<file path="config.mk">
export PLATFORM = sky130hd
export DESIGN_NAME = kamus_fetch
export DESIGN_NICKNAME = d
export VERILOG_FILES = /design/src/rtl/kamus_pkg.sv /design/src/rtl/kamus_fetch_fifo.sv /design/src/rtl/kamus_fetch.sv
export SDC_FILE = /design/constraint.sdc
export NUM_CORES = 1
export LEC_CHECK = 0
export CELL_PAD_IN_SITES_DETAIL_PLACEMENT = 2
export CELL_PAD_IN_SITES_GLOBAL_PLACEMENT = 2
export CORE_MARGIN = 3
export CORE_UTILIZATION = 40
export CTS_BUF_LIST = sky130_fd_sc_hd__clkbuf_4 sky130_fd_sc_hd__clkbuf_8 sky130_fd_sc_hd__clkbuf_16
export DETAILED_ROUTE_END_ITERATION = 10
export MAX_ROUTING_LAYER = met4
export PLACE_DENSITY = 0.94
export SYNTH_ARGS = -nofsm -noshare
export SYNTH_HDL_FRONTEND = slang
export SYNTH_HIERARCHICAL = 1
export SYNTH_SLANG_ARGS = --single-unit
</file>
<file path="constraint.sdc">
create_clock -name clk_i -period 12.8 [get_ports clk_i]
set_clock_uncertainty 0.2 [all_clocks]
set_input_delay 3.2 -clock clk_i [delete_from_list [all_inputs] [get_ports clk_i]]
set_output_delay 3.2 -clock clk_i [all_outputs]
set_load 0.01 [all_outputs]
</file>
<file path="src/rtl/kamus_pkg.sv">
`default_nettype none
// ---------------------------------------------------------------------------
// kamus_pkg : shared types and constants for the kamus fetch unit
// Revision  : 1.0
// ---------------------------------------------------------------------------
package kamus_pkg;

  typedef enum logic [0:0] {
    FETCH_RUN   = 1'b0,
    FETCH_FLUSH = 1'b1
  } fetch_state_e;

  localparam logic [31:0] DEFAULT_BOOT_ADDR = 32'h0000_0000;

endpackage
`default_nettype wire

</file>
<file path="src/rtl/kamus_fetch_fifo.sv">
`default_nettype none
// ---------------------------------------------------------------------------
// kamus_fetch_fifo : small synchronous FIFO with flush, head view and count
// Revision         : 1.0
// ---------------------------------------------------------------------------
module kamus_fetch_fifo #(
  parameter int WIDTH = 32,
  parameter int DEPTH = 2
) (
  input  logic                         clk,
  input  logic                         rst_n,
  input  logic                         flush,
  input  logic                         push,
  input  logic [WIDTH-1:0]             push_data,
  input  logic                         pop,
  output logic [WIDTH-1:0]             head,
  output logic [$clog2(DEPTH+1)-1:0]   count
);

  localparam int CNT_W = $clog2(DEPTH + 1);
  localparam int PTR_W = (DEPTH > 1) ? $clog2(DEPTH) : 1;

  logic [WIDTH-1:0] r_mem [DEPTH];
  logic [PTR_W-1:0] r_wr_ptr;
  logic [PTR_W-1:0] r_rd_ptr;
  logic [CNT_W-1:0] r_count;
  logic             w_do_push;
  logic             w_do_pop;

  // A push into a full buffer is legal only when the head leaves the same cycle
  assign w_do_pop  = pop && (r_count != '0) && !flush;
  assign w_do_push = push && ((r_count != CNT_W'(DEPTH)) || w_do_pop) && !flush;

  assign head  = r_mem[r_rd_ptr];
  assign count = r_count;

  always_ff @(posedge clk or negedge rst_n) begin
    if (!rst_n) begin
      r_wr_ptr <= '0;
      r_rd_ptr <= '0;
      r_count  <= '0;
    end else if (flush) begin
      r_wr_ptr <= '0;
      r_rd_ptr <= '0;
      r_count  <= '0;
    end else begin
      if (w_do_push)
        r_wr_ptr <= (r_wr_ptr == PTR_W'(DEPTH - 1)) ? '0 : r_wr_ptr + 1'b1;
      if (w_do_pop)
        r_rd_ptr <= (r_rd_ptr == PTR_W'(DEPTH - 1)) ? '0 : r_rd_ptr + 1'b1;
      r_count <= r_count + CNT_W'(w_do_push) - CNT_W'(w_do_pop);
    end
  end

  always_ff @(posedge clk) begin
    if (w_do_push)
      r_mem[r_wr_ptr] <= push_data;
  end

endmodule
`default_nettype wire

</file>
<file path="src/rtl/kamus_fetch.sv">
`default_nettype none
// ---------------------------------------------------------------------------
// kamus_fetch : credit-limited instruction fetch with redirect/flush handling
// Revision    : 1.0
// ---------------------------------------------------------------------------
module kamus_fetch
  import kamus_pkg::*;
#(
  parameter int                 PC_WIDTH   = 32,
  parameter logic [PC_WIDTH-1:0] BOOT_ADDR = PC_WIDTH'(DEFAULT_BOOT_ADDR),
  parameter int                 FIFO_DEPTH = 2
) (
  input  logic                clk_i,
  input  logic                rst_ni,
  output logic                imem_req_o,
  output logic [PC_WIDTH-1:0] imem_addr_o,
  input  logic                imem_gnt_i,
  input  logic                imem_rvalid_i,
  input  logic [31:0]         imem_rdata_i,
  output logic [31:0]         instr_o,
  output logic [PC_WIDTH-1:0] pc_o,
  output logic                instr_valid_o,
  input  logic                instr_ready_i,
  input  logic                redirect_i,
  input  logic [PC_WIDTH-1:0] redirect_pc_i
);

  localparam int CNT_W = $clog2(FIFO_DEPTH + 1);

  fetch_state_e             r_state, w_state_nxt;
  logic [CNT_W-1:0]         r_discard, w_discard_nxt;
  logic [PC_WIDTH-1:0]      r_fetch_pc;
  logic [CNT_W-1:0]         w_fifo_count;
  logic [CNT_W-1:0]         w_outstanding;
  logic [PC_WIDTH-1:0]      w_tag_head;
  logic [32+PC_WIDTH-1:0]   w_fifo_head;
  logic                     w_credit;
  logic                     w_grant;
  logic                     w_fifo_push;
  logic                     w_fifo_pop;

  assign w_credit = ({1'b0, w_fifo_count} + {1'b0, w_outstanding}) < (CNT_W + 1)'(FIFO_DEPTH);
  // Gated by rst_ni so nothing is requested while reset is held
  assign imem_req_o  = rst_ni && !redirect_i && w_credit;
  assign imem_addr_o = r_fetch_pc;
  assign w_grant     = imem_req_o && imem_gnt_i;

  assign w_fifo_push = imem_rvalid_i && (r_state == FETCH_RUN) && !redirect_i;
  assign w_fifo_pop  = instr_valid_o && instr_ready_i && !redirect_i;

  assign instr_valid_o = (w_fifo_count != '0);
  assign instr_o       = instr_valid_o ? w_fifo_head[32+PC_WIDTH-1:PC_WIDTH] : 32'h0;
  assign pc_o          = instr_valid_o ? w_fifo_head[PC_WIDTH-1:0] : '0;

  always_ff @(posedge clk_i or negedge rst_ni) begin
    if (!rst_ni)
      r_fetch_pc <= BOOT_ADDR;
    else if (redirect_i)
      r_fetch_pc <= redirect_pc_i & ~PC_WIDTH'(3);
    else if (w_grant)
      r_fetch_pc <= r_fetch_pc + PC_WIDTH'(4);
  end

  always_ff @(posedge clk_i or negedge rst_ni) begin
    if (!rst_ni) begin
      r_state   <= FETCH_RUN;
      r_discard <= '0;
    end else begin
      r_state   <= w_state_nxt;
      r_discard <= w_discard_nxt;
    end
  end

  // Responses already in flight at a redirect belong to the old stream
  always_comb begin
    w_state_nxt   = r_state;
    w_discard_nxt = r_discard;
    if (redirect_i) begin
      w_discard_nxt = w_outstanding - CNT_W'(imem_rvalid_i);
      w_state_nxt   = (w_discard_nxt != '0) ? FETCH_FLUSH : FETCH_RUN;
    end else if (r_state == FETCH_FLUSH && imem_rvalid_i) begin
      w_discard_nxt = r_discard - 1'b1;
      w_state_nxt   = (w_discard_nxt == '0) ? FETCH_RUN : FETCH_FLUSH;
    end
  end

  // Tag queue occupancy is the outstanding-request count
  kamus_fetch_fifo #(
    .WIDTH (PC_WIDTH),
    .DEPTH (FIFO_DEPTH)
  ) u_tag_q (
    .clk       (clk_i),
    .rst_n     (rst_ni),
    .flush     (1'b0),
    .push      (w_grant),
    .push_data (r_fetch_pc),
    .pop       (imem_rvalid_i),
    .head      (w_tag_head),
    .count     (w_outstanding)
  );

  kamus_fetch_fifo #(
    .WIDTH (32 + PC_WIDTH),
    .DEPTH (FIFO_DEPTH)
  ) u_instr_q (
    .clk       (clk_i),
    .rst_n     (rst_ni),
    .flush     (redirect_i),
    .push      (w_fifo_push),
    .push_data ({imem_rdata_i, w_tag_head}),
    .pop       (w_fifo_pop),
    .head      (w_fifo_head),
    .count     (w_fifo_count)
  );

  a_no_orphan_rvalid : assert property (@(posedge clk_i) disable iff (!rst_ni)
    imem_rvalid_i |-> (w_outstanding != '0));

endmodule
`default_nettype wire
</file>
# After elaboration in Yosys (flattened, before gate mapping)
# Memory sizes are Yosys's and may differ from the RTL's.
# Cells that the tools add are included.
dict set report totals {
  regBits 43
  ramBits 192
  input_bits 70
  output_inout_bits 98
  n_memories 2
}
# memory words word_bits read_ports rd_clocked_by_memory_dff wr line
set mem_list {}
lappend mem_list {u_instr_q.r_mem 2 64 1 0 1 kamus_fetch_fifo.sv:23} ;# logic [WIDTH-1:0] r_mem [DEPTH];
lappend mem_list {u_tag_q.r_mem 2 32 1 0 1 kamus_fetch_fifo.sv:23}
dict set report op_classes {
  add_sub_neg 12
  magnitude_cmp 1
  n_eq_ne 2
  muxes 23
  bitwise_logic 1
  n_reduce_logical 25
}
# operator n
set ops {}
lappend ops {{32-bit two-way mux} 4}
lappend ops {{32-bit by 3-bit adder with 32-bit output (second input constant)} 1}
lappend ops {{1-bit two-way mux} 16}
lappend ops {{1-bit logical AND} 14}
lappend ops {{2-bit nonzero test} 7}
lappend ops {{2-bit two-way mux} 3}
lappend ops {{2-bit by 1-bit subtractor with 2-bit output} 3}
lappend ops {{1-bit adder (second input constant)} 4}
lappend ops {{2-bit by 1-bit adder with 2-bit output} 2}
lappend ops {{2-bit inequality test (second input constant)} 2}
lappend ops {{2-bit by 2-bit adder with 3-bit output} 1}
lappend ops {{3-bit by 2-bit less-than comparator with 1-bit output (second input constant)} 1}
lappend ops {{2-bit logical NOT} 1}
lappend ops {{1-bit logical OR} 2}
lappend ops {{2-bit by 1-bit subtractor with 2-bit output (second input constant)} 1}
lappend ops {{1-bit logical NOT} 1}
lappend ops {{1-bit NOT} 1}

# Depth between registers and ports, before layout
# Gate-level depths: netlist of the first run.
dict set report logic_depth {
  word_depth 11
  mapped_depth 10
  depth_no_buf 10
}

# Cells and area by module
# The synthesis of the first run kept the hierarchy.
# module instances cells_per_inst area_per_inst_um2
set modules_own_cells {}
lappend modules_own_cells {{kamus_fetch_fifo at u_instr_q} 1 221 4840.9}
lappend modules_own_cells {{kamus_fetch_fifo at u_tag_q} 1 122 2531.2}
lappend modules_own_cells {kamus_fetch 1 302 2451.1}

# Worst setup path after synthesis of the first run
# OpenSTA, ideal clock, no wires.
dict set report synth_path {
  path_kind {input -> register}
  startpoint {input redirect_i}
  endpoint {memory u_instr_q/r_mem[0][0] (netlist name) (enable)}
  setup_ns 0.487
  t_arrival_ns 6.773
  t_required_ns 12.113
  path_slack_ns 5.341
  cell_stages 5
  path_buffers 2
  path_cell_list {clkbuf_1 clkbuf_1 nor3b_1 nand3b_1 nor2_1}
}
dict set report synth_between {
  word_cells_on_any_way 10
}
# item line
set synth_rtl {}
lappend synth_rtl {{start: declaration} kamus_fetch.sv:24} ;# input logic redirect_i,
lappend synth_rtl {{1-bit logical NOT} kamus_fetch.sv:48} ;# assign w_fifo_push = imem_rvalid_i && (r_state == FETCH_RUN) && !redirect_i;
lappend synth_rtl {{1-bit logical AND} kamus_fetch.sv:48}
lappend synth_rtl {{net w_fifo_push} kamus_fetch.sv:39} ;# logic w_fifo_push;
lappend synth_rtl {{1-bit logical AND (2 in a row)} kamus_fetch_fifo.sv:32} ;# assign w_do_push = push && ((r_count != CNT_W'(DEPTH)) || w_do_pop) && !flush;
lappend synth_rtl {{1-bit two-way mux} kamus_fetch_fifo.sv:56} ;# if (w_do_push)
lappend synth_rtl {{1-bit two-way mux (implied by the code)} kamus_fetch_fifo.sv:57} ;# r_mem[r_wr_ptr] <= push_data;
lappend synth_rtl {{end: declaration} kamus_fetch_fifo.sv:23}
# The timed path passes the listed nets, and every way through them passes these cells.

# Worst setup path after layout of the first run
dict set report layout_path {
  startpoint {input redirect_i}
  endpoint {output imem_req_o}
}
dict set report layout_between {
  elab_chain_cells 3
}
# item line
set layout_lines {}
lappend layout_lines {{1-bit logical NOT} kamus_fetch.sv:44} ;# assign imem_req_o = rst_ni && !redirect_i && w_credit;
lappend layout_lines {{1-bit logical AND (2 in a row)} kamus_fetch.sv:44}
lappend layout_lines {{end: declaration} kamus_fetch.sv:15} ;# output logic imem_req_o,
# No other way between the ends.

==> run summary, run 1 <==
Max Fclk: 0.1156 GHz
Total Neg Setup Slack: 0 ps
Syn. warnings: 6
Tcrit/Tclk final: 67.57%
wire length per cell: 24.09 µm
Avg Synthesized Cell Area: 15.23 µm²
pin count of the biggest net entering global routing: 65
commonest non-fill, non-tap cell in the layout: edfxtp_1
share of power burned in registers: 50.0%
share of power burned in combinational logic: 7.7%
synth unique cells: 46
net switching power: 0.3944 mW
CTS tree: yes
dpl hpwl: 18.68 mm
Placer Congestion: 0.7775
final core occ: 53.20%
initial core utilization: 41.23%
Buffers & Inverters on Critical Path: 3
Worst path max stage delay: 690 ps
first-pass GRT wire length: 43.35 mm
post-synth top area share: 58.69%
row cnt: 56
Clk Latency, worst-skew pair: 530 ps
CP Data Arrival Time: 5250 ps
drt initial violations: 371
max_slew headroom: 24.88%
clk buf depth: 3
worst path required time: 9400 ps
Pleak: 4.355 nW
post-route ant nets: 0
Final Max Tran Viols: 0
Congestion Overflow GR: 0
Crit path top cell by count: clkdlybuf4s50_1
DP Cell Count: 1,114
Final Hold Fails: 0
htree depth: 1
buffers added on ports: 163
Crit. End Element: output pin
nets: 901
CTS buffer count: 26
flops & latches, synth: 233
Crit Path Class: in2out
DR pass1 iterations: 5
total track usage: 21.92%
register area: 6793 µm²
Post-Synthesis Cells: 645
non-filler cells, final: 1,162
sequential area share after synthesis: 69.14%
unrepaired setup endpoints after global routing: false
Antenna diodes: 0
power per cell area: 138.2 nW/µm²
min-delay worst type: reg2reg
Synth area leader: edfxtp_1
max cap viols: 0
clock share of power: 42.3%
setup bufs post-CTS: 0
hold buffer count at cts: 0
count of cells resized by post-cts repair: 0
via/cell ratio: 5.238
worst slew pin tran: 1124 ps
# clock sinks: 233
Clock Root Buffer: clkbuf_16
CP max FO: 46
switch share: 22.52%
Die X-Extent: 162.7 µm
clk slew on worst S/H paths: 60 ps
Filler cells: 2,230
ranking of synthesized cells by area: edfxtp_1 (59%), mux2_2 (11%), dfrtp_1 (10%)
ys async rst share: 17.60%
CP Cell Sequence: clkdlybuf4s50_1 -> buf_4 -> nor4b_1 -> clkdlybuf4s50_1
Layout area overhead: 29.02%
antenna violations before repair: 0
worst IR drop on VDD: 95.91 µV
DRT Wirelength: 27.99 mm
Top FF cell, synth: edfxtp_1
vias in the first global route: 6,984
I/O Pins: 168
drc violations: 0
CP Launch Type: input port
share of cells above drive strength 1: 18.74%
core area: 23,820 µm²
mapped cell area: 9823 µm²
commonest non-fill, non-tap cells in the layout: edfxtp_1 (192), clkdlybuf4s50_1 (162), mux2_2 (97)
Placed Area: 11,820 µm²
outcome: complete, no violations
Finish-stage setup viols: 0
Slowest cell on crit path: nor4b_1
largest delay contributor family on the critical path: buffers and inverters
Tmin final: 8649 ps
Final Cell Area: 12,670 µm²
EDFF count, synth: 192
total number of vias: 6,086
Die Ht: 162.7 µm
area occupied by multi-input gates: 2900 µm²
Cell Int Power: 1.357 mW
die area: 26,470 µm²
-- worst paths after layout --
path,from,end,slack (ps),cells after the start
setup / recovery,redirect_i,imem_req_o,4150,4
hold reg to reg,imem_addr_o[30]$_DFFE_PN0P_,u_tag_q/r_mem[1][30]$_DFFE_PP_,360,0
max in group asynchronous,rst_ni,u_instr_q/r_rd_ptr$_DFFE_PN0P_,9390,2
setup reg to reg,u_tag_q/count[0]$_DFF_PN0_,u_tag_q/r_mem[1][31]$_DFFE_PP_,8890,6
min in group asynchronous,rst_ni,imem_addr_o[29]$_DFFE_PN0P_,2560,2
hold / removal,imem_addr_o[30]$_DFFE_PN0P_,u_tag_q/r_mem[1][30]$_DFFE_PP_,360,0
-- kinds of logic (layout without fill, tap and decap cells) --
family	count (synthesis)	in the layout	synth area share, %
compound gates	55	55	3.859
xor+xnor	19	19	1.694
fa+ha+maj	8	8	1.095
buf+inv	44	231	2.063
flops	233	233	69.14
mux	98	98	11.22
other cells	1	12	0.03818
simple gates	187	187	10.89
-- Yosys cell counts, types with 4 or more instances --
cell type	instances
a31oi_1	12
nand4_1	6
and2_1	68
or4_1	11
dfrtp_1	41
and3_1	5
nor3_1	5
and4_1	4
buf_4	7
nor2_1	23
buf_2	8
inv_1	12
o21ai_0	18
mux2_2	97
edfxtp_1	192
nand3_1	14
xnor2_1	13
nand2_1	30
ha_1	7
or3_1	5
clkbuf_1	16
xor2_1	6
o31ai_1	8
-- power by group through the flow --
| stage | clock network, mW | registers (mW) | logic (mW) |
|---|---|---|---|
| after global placement | 0 | 0.885 | 0.125 |
| after detailed placement | 0 | 0.890 | 0.135 |
| after floorplan | 0 | 0.881 | 0.0558 |
| after CTS | 0.757 | 0.875 | 0.138 |
| after global routing | 0.788 | 0.878 | 0.147 |
| final | 0.741 | 0.875 | 0.135 |
-- metal layers --
layer  routed length [µm]  track usage (%)  vias to the layer above
li1                     -                -                     2762
met1                11630            27.09                     3133
met2                14640            38.14                      156
met3                 1241            3.866                       35
met4                  481            4.460                        0
met5                    0                -                        -
-- metrics by stage --
stage | hold slack [ps] | power (mW) | worst slack, ps
CTS | 355.1 | 1.770 | 4178
floorplan | 264.6 | 0.9373 | 5341
finish | 356.3 | 1.751 | 4151
global route | 379.0 | 1.813 | 4043
global placement | 326.6 | 1.010 | 4338
detailed placement | 342.5 | 1.025 | 4330
-- flip-flops by register name, indices dropped and copies added (netlist names) --
| signal | count |
|---|---|
| imem_addr_o | 30 |
| r_discard | 2 |
| r_state | 1 |
| u_instr_q/count | 2 |
| u_instr_q/r_mem | 128 |
| u_instr_q/r_rd_ptr | 1 |
| u_instr_q/r_wr_ptr | 1 |
| u_tag_q/count | 2 |
| u_tag_q/r_mem | 64 |
| u_tag_q/r_rd_ptr | 1 |
| u_tag_q/r_wr_ptr | 1 |
-- layout make-up --
cell class | instances | area share [%]
clock inverter | 18 | 1.333
timing repair buffer | 171 | 13.31
sequential | 233 | 53.60
clock buffer | 30 | 5.371
tap | 319 | 3.149
multi-input combinational | 379 | 22.88
inverter | 12 | 0.3554
-- worst reg2reg max path, cell delays in order, from the launching register on --
cell and delay [ps]:
dfrtp_1 430, and2_1 210, fa_1 510, nor4b_1 650
and2_1 270, nand3b_1 290, nor2_4 950
No activity file was read; power rests on OpenSTA's default activity.
==> run 2: changes to the inputs <==
- CORE_UTILIZATION: 40 -> 34
- PLACE_DENSITY: 0.94 -> 0.86
- clock period: 12.8 -> 7.4 ns (I/O delays scaled with it)
==> run 2 against run 1 <==
Flip-flop and latch count is the same. Critical path depth shrank 1. Die area grew 17%. Global-route usage shrank 3.9 points. Non-clock buffer count grew 1. Clock power grew 65%. Via count grew 0.23%. Critical path type unchanged. Critical endpoint unchanged. Largest power group unchanged.
==> run summary, run 2 (synthesis results as in run 1) <==
clk slew on worst S/H paths: 60 ps (about the same)
worst IR drop on VDD: 166.1 µV (+73%)
CTS buffer count: 26 (unchanged)
Max Fclk: 0.1770 GHz
first-pass GRT wire length: 42.06 mm (-3.0%)
total track usage: 18.01% (-3.9 points)
nets: 902 (+0.11%)
Finish-stage setup viols: 0 (unchanged)
I/O Pins: 168 (unchanged)
# clock sinks: 233 (unchanged)
initial core utilization: 34.88% (-6.4 points)
Congestion Overflow GR: 0 (unchanged)
share of power burned in registers: 51.1% (+1.1 points)
share of cells above drive strength 1: 19.43% (+0.69 points)
via/cell ratio: 4.992 (-4.7%)
worst slew pin tran: 1067 ps (-57.26 ps)
Tmin final: 5649 ps
Hold Path Cell Cnt: 1 (+1)
Tot Pwr: 2.962 mW (+69%)
Largest register FFs: 128 (unchanged)
max cap viols: 0 (unchanged)
r2r setup slk: 3590 ps (-5300 ps)
CP Launch Type: input port
Placer Congestion: 0.7538 (-3.0%)
met2 WL post-DR: 14.34 mm (-2.0%)
core area: 28,160 µm² (+18%)
drt initial violations: 341 (-8.1%)
net switching power: 0.6678 mW (+69%)
worst path required time: 5350 ps (-4050 ps)
clock share of power: 41.2% (-1.1 points)
CP Data Arrival Time: 3600 ps (-1650 ps)
Final Hold Fails: 0 (unchanged)
power per cell area: 232.9 nW/µm² (+69%)
pin count of the biggest net entering global routing: 65 (unchanged)
die area: 30,970 µm² (+17%)
post-route ant nets: 0 (unchanged)
Layout area overhead: 29.47%
Antenna diodes: 0 (unchanged)
DR pass1 iterations: 4 (-1)
dpl hpwl: 18.39 mm (-1.6%)
CTS tree: yes
Worst R2R Path Depth: 6 (unchanged)
hold path startpoint: u_instr_q/r_wr_ptr$_DFFE_PN0P_
CP max FO: 3 (-93%)
WHS Endpoint: u_instr_q/r_wr_ptr$_DFFE_PN0P_
wire length per cell: 22.36 µm (-7.2%)
commonest non-fill, non-tap cell in the layout: edfxtp_1
hold buffer count at cts: 0 (unchanged)
switch share: 22.54% (+0.023 points)
area occupied by multi-input gates: 2900 µm² (unchanged)
outcome: complete, no violations
unrepaired setup endpoints after global routing: false
total number of vias: 6,100 (+0.23%)
top sig layer: met4
row cnt: 61 (+8.9%)
register area: 6793 µm² (unchanged)
Tcrit/Tclk final: 76.34%
Die X-Extent: 176.0 µm (+8.2%)
min-delay worst type: reg2reg
DRT Wirelength: 27.32 mm (-2.4%)
antenna violations before repair: 0 (unchanged)
reg2reg end: u_tag_q/r_mem[1][4]$_DFFE_PP_
Critical R2R Launch: u_instr_q/count[0]$_DFF_PN0_
Biggest register: u_instr_q/r_mem
Crit Path Class: in2out
Cell Int Power: 2.295 mW (+69%)
Final Max Tran Viols: 0 (unchanged)
Clock Root Buffer: clkbuf_16
drc violations: 0 (unchanged)
count of cells resized by post-cts repair: 0 (unchanged)
Clk Latency, worst-skew pair: 520 ps (about the same)
Filler cells: 2,688 (+21%)
share of power burned in combinational logic: 7.8% (about the same)
Crit. End Element: output pin
max_slew headroom: 28.71% (+3.8 points)
commonest non-fill, non-tap cells in the layout: edfxtp_1 (192), clkdlybuf4s50_1 (162), mux2_2 (97)
Die Ht: 176.0 µm (+8.2%)
Total Neg Setup Slack: 0 ps (unchanged)
vias in the first global route: 6,855 (-1.8%)
Hold Slack: 351.6 ps (-4.757 ps)
WL met1: 11.51 mm (-1.0%)
buffers added on ports: 163 (unchanged)
WL met3: 942 µm (-24%)
Pleak: 4.351 nW (about the same)
setup bufs post-CTS: 0 (unchanged)
clk buf depth: 3 (unchanged)
htree depth: 1 (unchanged)
-- run 2: cell count changes in the layout (fill, tap and decap cells not counted) --
cell	delta
inv_6	-1
buf_4	+1
clkbuf_16	+1
clkinv_2	+3
clkinvlp_4	+1
clkinv_8	-1
clkbuf_4	+3
clkbuf_8	+2
clkinv_1	-5
bufinv_16	-3
-- run 2: how the worst max path moves through the flow --
| stage | to | slack, ps | startpoint | depth (start not counted) |
|---|---|---|---|---|
| 2_1_floorplan | u_instr_q/r_mem[0][0]$_DFFE_PP_ | 1290 | redirect_i | 5 |
| 3_3_place_gp | imem_req_o | 1830 | redirect_i | 3 |
| 3_5_place_dp | imem_req_o | 1790 | redirect_i | 3 |
| 4_1_cts | imem_req_o | 1770 | redirect_i | 3 |
| 5_1_grt | imem_req_o | 1630 | redirect_i | 3 |
| 6_report | imem_req_o | 1750 | redirect_i | 3 |
-- run 2: through the flow --
step,worst slack (ps),instances,utilization [%],instance area [µm²]
CTS,1767,1222,45.16,12720
floorplan,1291,656,-,9864
finish,1751,1222,45.16,12720
global placement,1835,1174,42.27,11910
detailed placement,1793,1174,42.27,11910
global route,1633,1222,45.16,12720
-- run 2: cell type report --
type	instances	area share, %
clock buffer	36	5.942
clock inverter	12	0.4525
inverter	12	0.3542
multi-input combinational	379	22.80
sequential	233	53.41
tap	378	3.719
timing repair buffer	172	13.32
-- run 2: critical path: stages --
cell and delay, ps:
clkdlybuf4s50_1 440, nor4b_1 640, clkdlybuf4s50_1 670
-- run 2: power groups by stage --
stage               clock, mW  combinational [mW]  sequential (mW)
CTS                      1.26               0.236             1.51
detailed placement          0               0.232             1.54
floorplan                   0              0.0966             1.52
global route             1.30               0.252             1.52
global placement            0               0.219             1.53
finish                   1.22               0.231             1.51
-- run 2: routing by layer --
layer / vias up / track usage, %
li1: 2765 / -
met4: 0 / 4.157
met5: - / -
met2: 138 / 31.76
met3: 41 / 2.344
met1: 3156 / 22.18
==> run 3: changes to the inputs <==
- clock period: 7.4 -> 4.5 ns (I/O delays scaled with it)
==> run 3 against run 2 <==
Global-route usage down 0.73 points. First-iteration DRC count decreased by 1.5%. Utilization up 0.48 points. Combinational power grew 63%. Total power up 69%. Final cell count increased by 0.25%. Critical path depth up 1. Non-clock buffer count rose by 3. Wire length shrank 4.0%. Worst hold slack got worse by 7.4 ps. Via count down 1.2%. Critical endpoint unchanged. Largest power group unchanged. Highest routed layer unchanged.
==> run summary, run 3 (synthesis results as in run 1) <==
min-delay worst type: reg2reg
count of cells resized by post-cts repair: 0 (unchanged)
M1 GR Usage: 20.65% (-1.5 points)
htree depth: 1 (unchanged)
Die Ht: 176.0 µm (unchanged)
Finish-stage setup viols: 0 (unchanged)
WHS Endpoint: u_tag_q/r_mem[1][31]$_DFFE_PP_
via/cell ratio: 4.922 (-1.4%)
CP max FO: 5 (+2)
max cap viols: 0 (unchanged)
setup bufs post-CTS: 0 (unchanged)
CP Data Arrival Time: 2800 ps (-800 ps)
core area: 28,160 µm² (unchanged)
CTS tree: yes
Final Max Tran Viols: 0 (unchanged)
unrepaired setup endpoints after global routing: false
Tmin final: 4122 ps
Critical R2R Launch: u_instr_q/count[0]$_DFF_PN0_
Clock Root Buffer: clkbuf_16
buffers added on ports: 163 (unchanged)
dpl hpwl: 17.52 mm (-4.7%)
clk slew on worst S/H paths: 60 ps (about the same)
drc violations: 0 (unchanged)
row cnt: 61 (unchanged)
Antenna diodes: 0 (unchanged)
hold path startpoint: imem_addr_o[31]$_DFFE_PN0P_
Worst R2R Path Depth: 7 (+1)
first-pass GRT wire length: 40.45 mm (-3.8%)
Crit Path Class: reg2out
hold buffer count at cts: 0 (unchanged)
Max Fclk: 0.2426 GHz
r2r setup slk: 1150 ps (-2440 ps)
Layout area overhead: 30.85%
# clock sinks: 233 (unchanged)
worst IR drop on VDD: 230.1 µV (+39%)
Congestion Overflow GR: 0 (unchanged)
pin count of the biggest net entering global routing: 65 (unchanged)
CP Launch Type: flip-flop
vias in the first global route: 6,756 (-1.4%)
post-route setup slack: 377.6 ps (-1373 ps)
wire length per cell: 21.42 µm (-4.2%)
initial core utilization: 34.88% (unchanged)
Largest register FFs: 128 (unchanged)
DRT Wirelength: 26.24 mm (-4.0%)
worst path required time: 3170 ps (-2180 ps)
drt initial violations: 336 (-1.5%)
total track usage: 17.28% (-0.73 points)
share of cells above drive strength 1: 19.72% (+0.29 points)
Crit. End Element: output pin
clk buf depth: 3 (unchanged)
die area: 30,970 µm² (unchanged)
commonest non-fill, non-tap cell in the layout: edfxtp_1
Die X-Extent: 176.0 µm (unchanged)
Tcrit/Tclk final: 91.61%
reg2reg end: u_tag_q/r_mem[1][31]$_DFFE_PP_
power per cell area: 389.9 nW/µm² (+67%)
Final Hold Fails: 0 (unchanged)
outcome: complete, no violations
total number of vias: 6,029 (-1.2%)
DR pass1 iterations: 4 (unchanged)
commonest non-fill, non-tap cells in the layout: edfxtp_1 (192), clkdlybuf4s50_1 (162), mux2_2 (97)
Clk Latency, worst-skew pair: 520 ps (about the same)
antenna violations before repair: 0 (unchanged)
Placer Congestion: 0.7900 (+4.8%)
worst slew pin tran: 593.1 ps (-473.8 ps)
pre-CTS WS: 349.8 ps (-1443 ps)
DP Cell Count: 1,177 (+0.26%)
met2 usage: 30.79% (-0.97 points)
Biggest register: u_instr_q/r_mem
I/O Pins: 168 (unchanged)
post-route ant nets: 0 (unchanged)
nets: 905 (+0.33%)
Hold Path Cell Cnt: 0 (-1)
M3 GR Usage: 2.731% (+0.39 points)
non-filler cells, final: 1,225 (+0.25%)
CTS buffer count: 26 (unchanged)
most crowded layer after global routing: met2
Pleak: 4.405 nW (+1.2%)
max_slew headroom: 59.90% (+31 points)
[run 3: changes by cell type in the layout (fill, tap and decap cells not counted), sizes merged]
cell,delta
clkinv,-5
bufinv,+2
clkbuf,+3
buf,+3
[run 3: metal layers]
layer / share of wire, % / wire (µm) / vias up
met1: 41 / 10830 / 3068
met3: 4.5 / 1193 / 38
met5: 0 / 0 / -
met2: 52 / 13730 / 150
li1: - / - / 2773
met4: 1.8 / 485 / 0
[run 3: area by class of cell]
| class | instances | area [µm²] |
|---|---|---|
| well taps | 378 | 473.0 |
| fillers | 2690 | 15310 |
| multi-input cells | 379 | 2900 |
| clock inverters | 9 | 92.59 |
| clock buffers | 39 | 795.8 |
| inverters | 12 | 45.04 |
| repair buffers | 175 | 1754 |
| flip-flops and latches | 233 | 6793 |
[run 3: how the worst max path moves through the flow]
stage	from	to	slack [ps]	depth (start not counted)
after global routing	u_instr_q/count[0]$_DFF_PN0_	imem_req_o	210	4
after global placement	redirect_i	imem_req_o	430	3
after floorplan	redirect_i	u_instr_q/r_mem[0][0]$_DFFE_PP_	-880	5
after detailed placement	redirect_i	u_instr_q/count[1]$_DFF_PN0_	350	11
after CTS	u_tag_q/count[0]$_DFF_PN0_	imem_req_o	350	4
final	u_instr_q/count[0]$_DFF_PN0_	imem_req_o	380	4
[run 3: critical path, stage by stage (launching register included)]
cell	delay (ps)
dfrtp_1	430
and2_1	170
fa_1	480
nor4b_1	560
clkdlybuf4s50_1	650
[run 3: power by group]
group	internal (mW)	total (mW)	switching (mW)	leakage, nW
registers	2.41	2.48	0.0780	2.23
logic	0.200	0.376	0.177	1.73
clock network	1.33	2.15	0.818	0.443
total	3.94	5.01	1.07	4.40
[run 3: through the flow]
stage | area, µm² | setup TNS (ps) | hold WS [ps] | utilization [%] | power [mW]
2_1_floorplan | 9864 | -113200 | 264.6 | - | 2.666
5_1_grt | 12850 | 0 | 370.1 | 45.64 | 5.198
3_5_place_dp | 11970 | 0 | 332.4 | 42.49 | 2.909
4_1_cts | 12850 | 0 | 344.5 | 45.64 | 5.082
6_report | 12850 | 0 | 344.2 | 45.64 | 5.012
3_3_place_gp | 11970 | 0 | 322.2 | 42.49 | 2.882
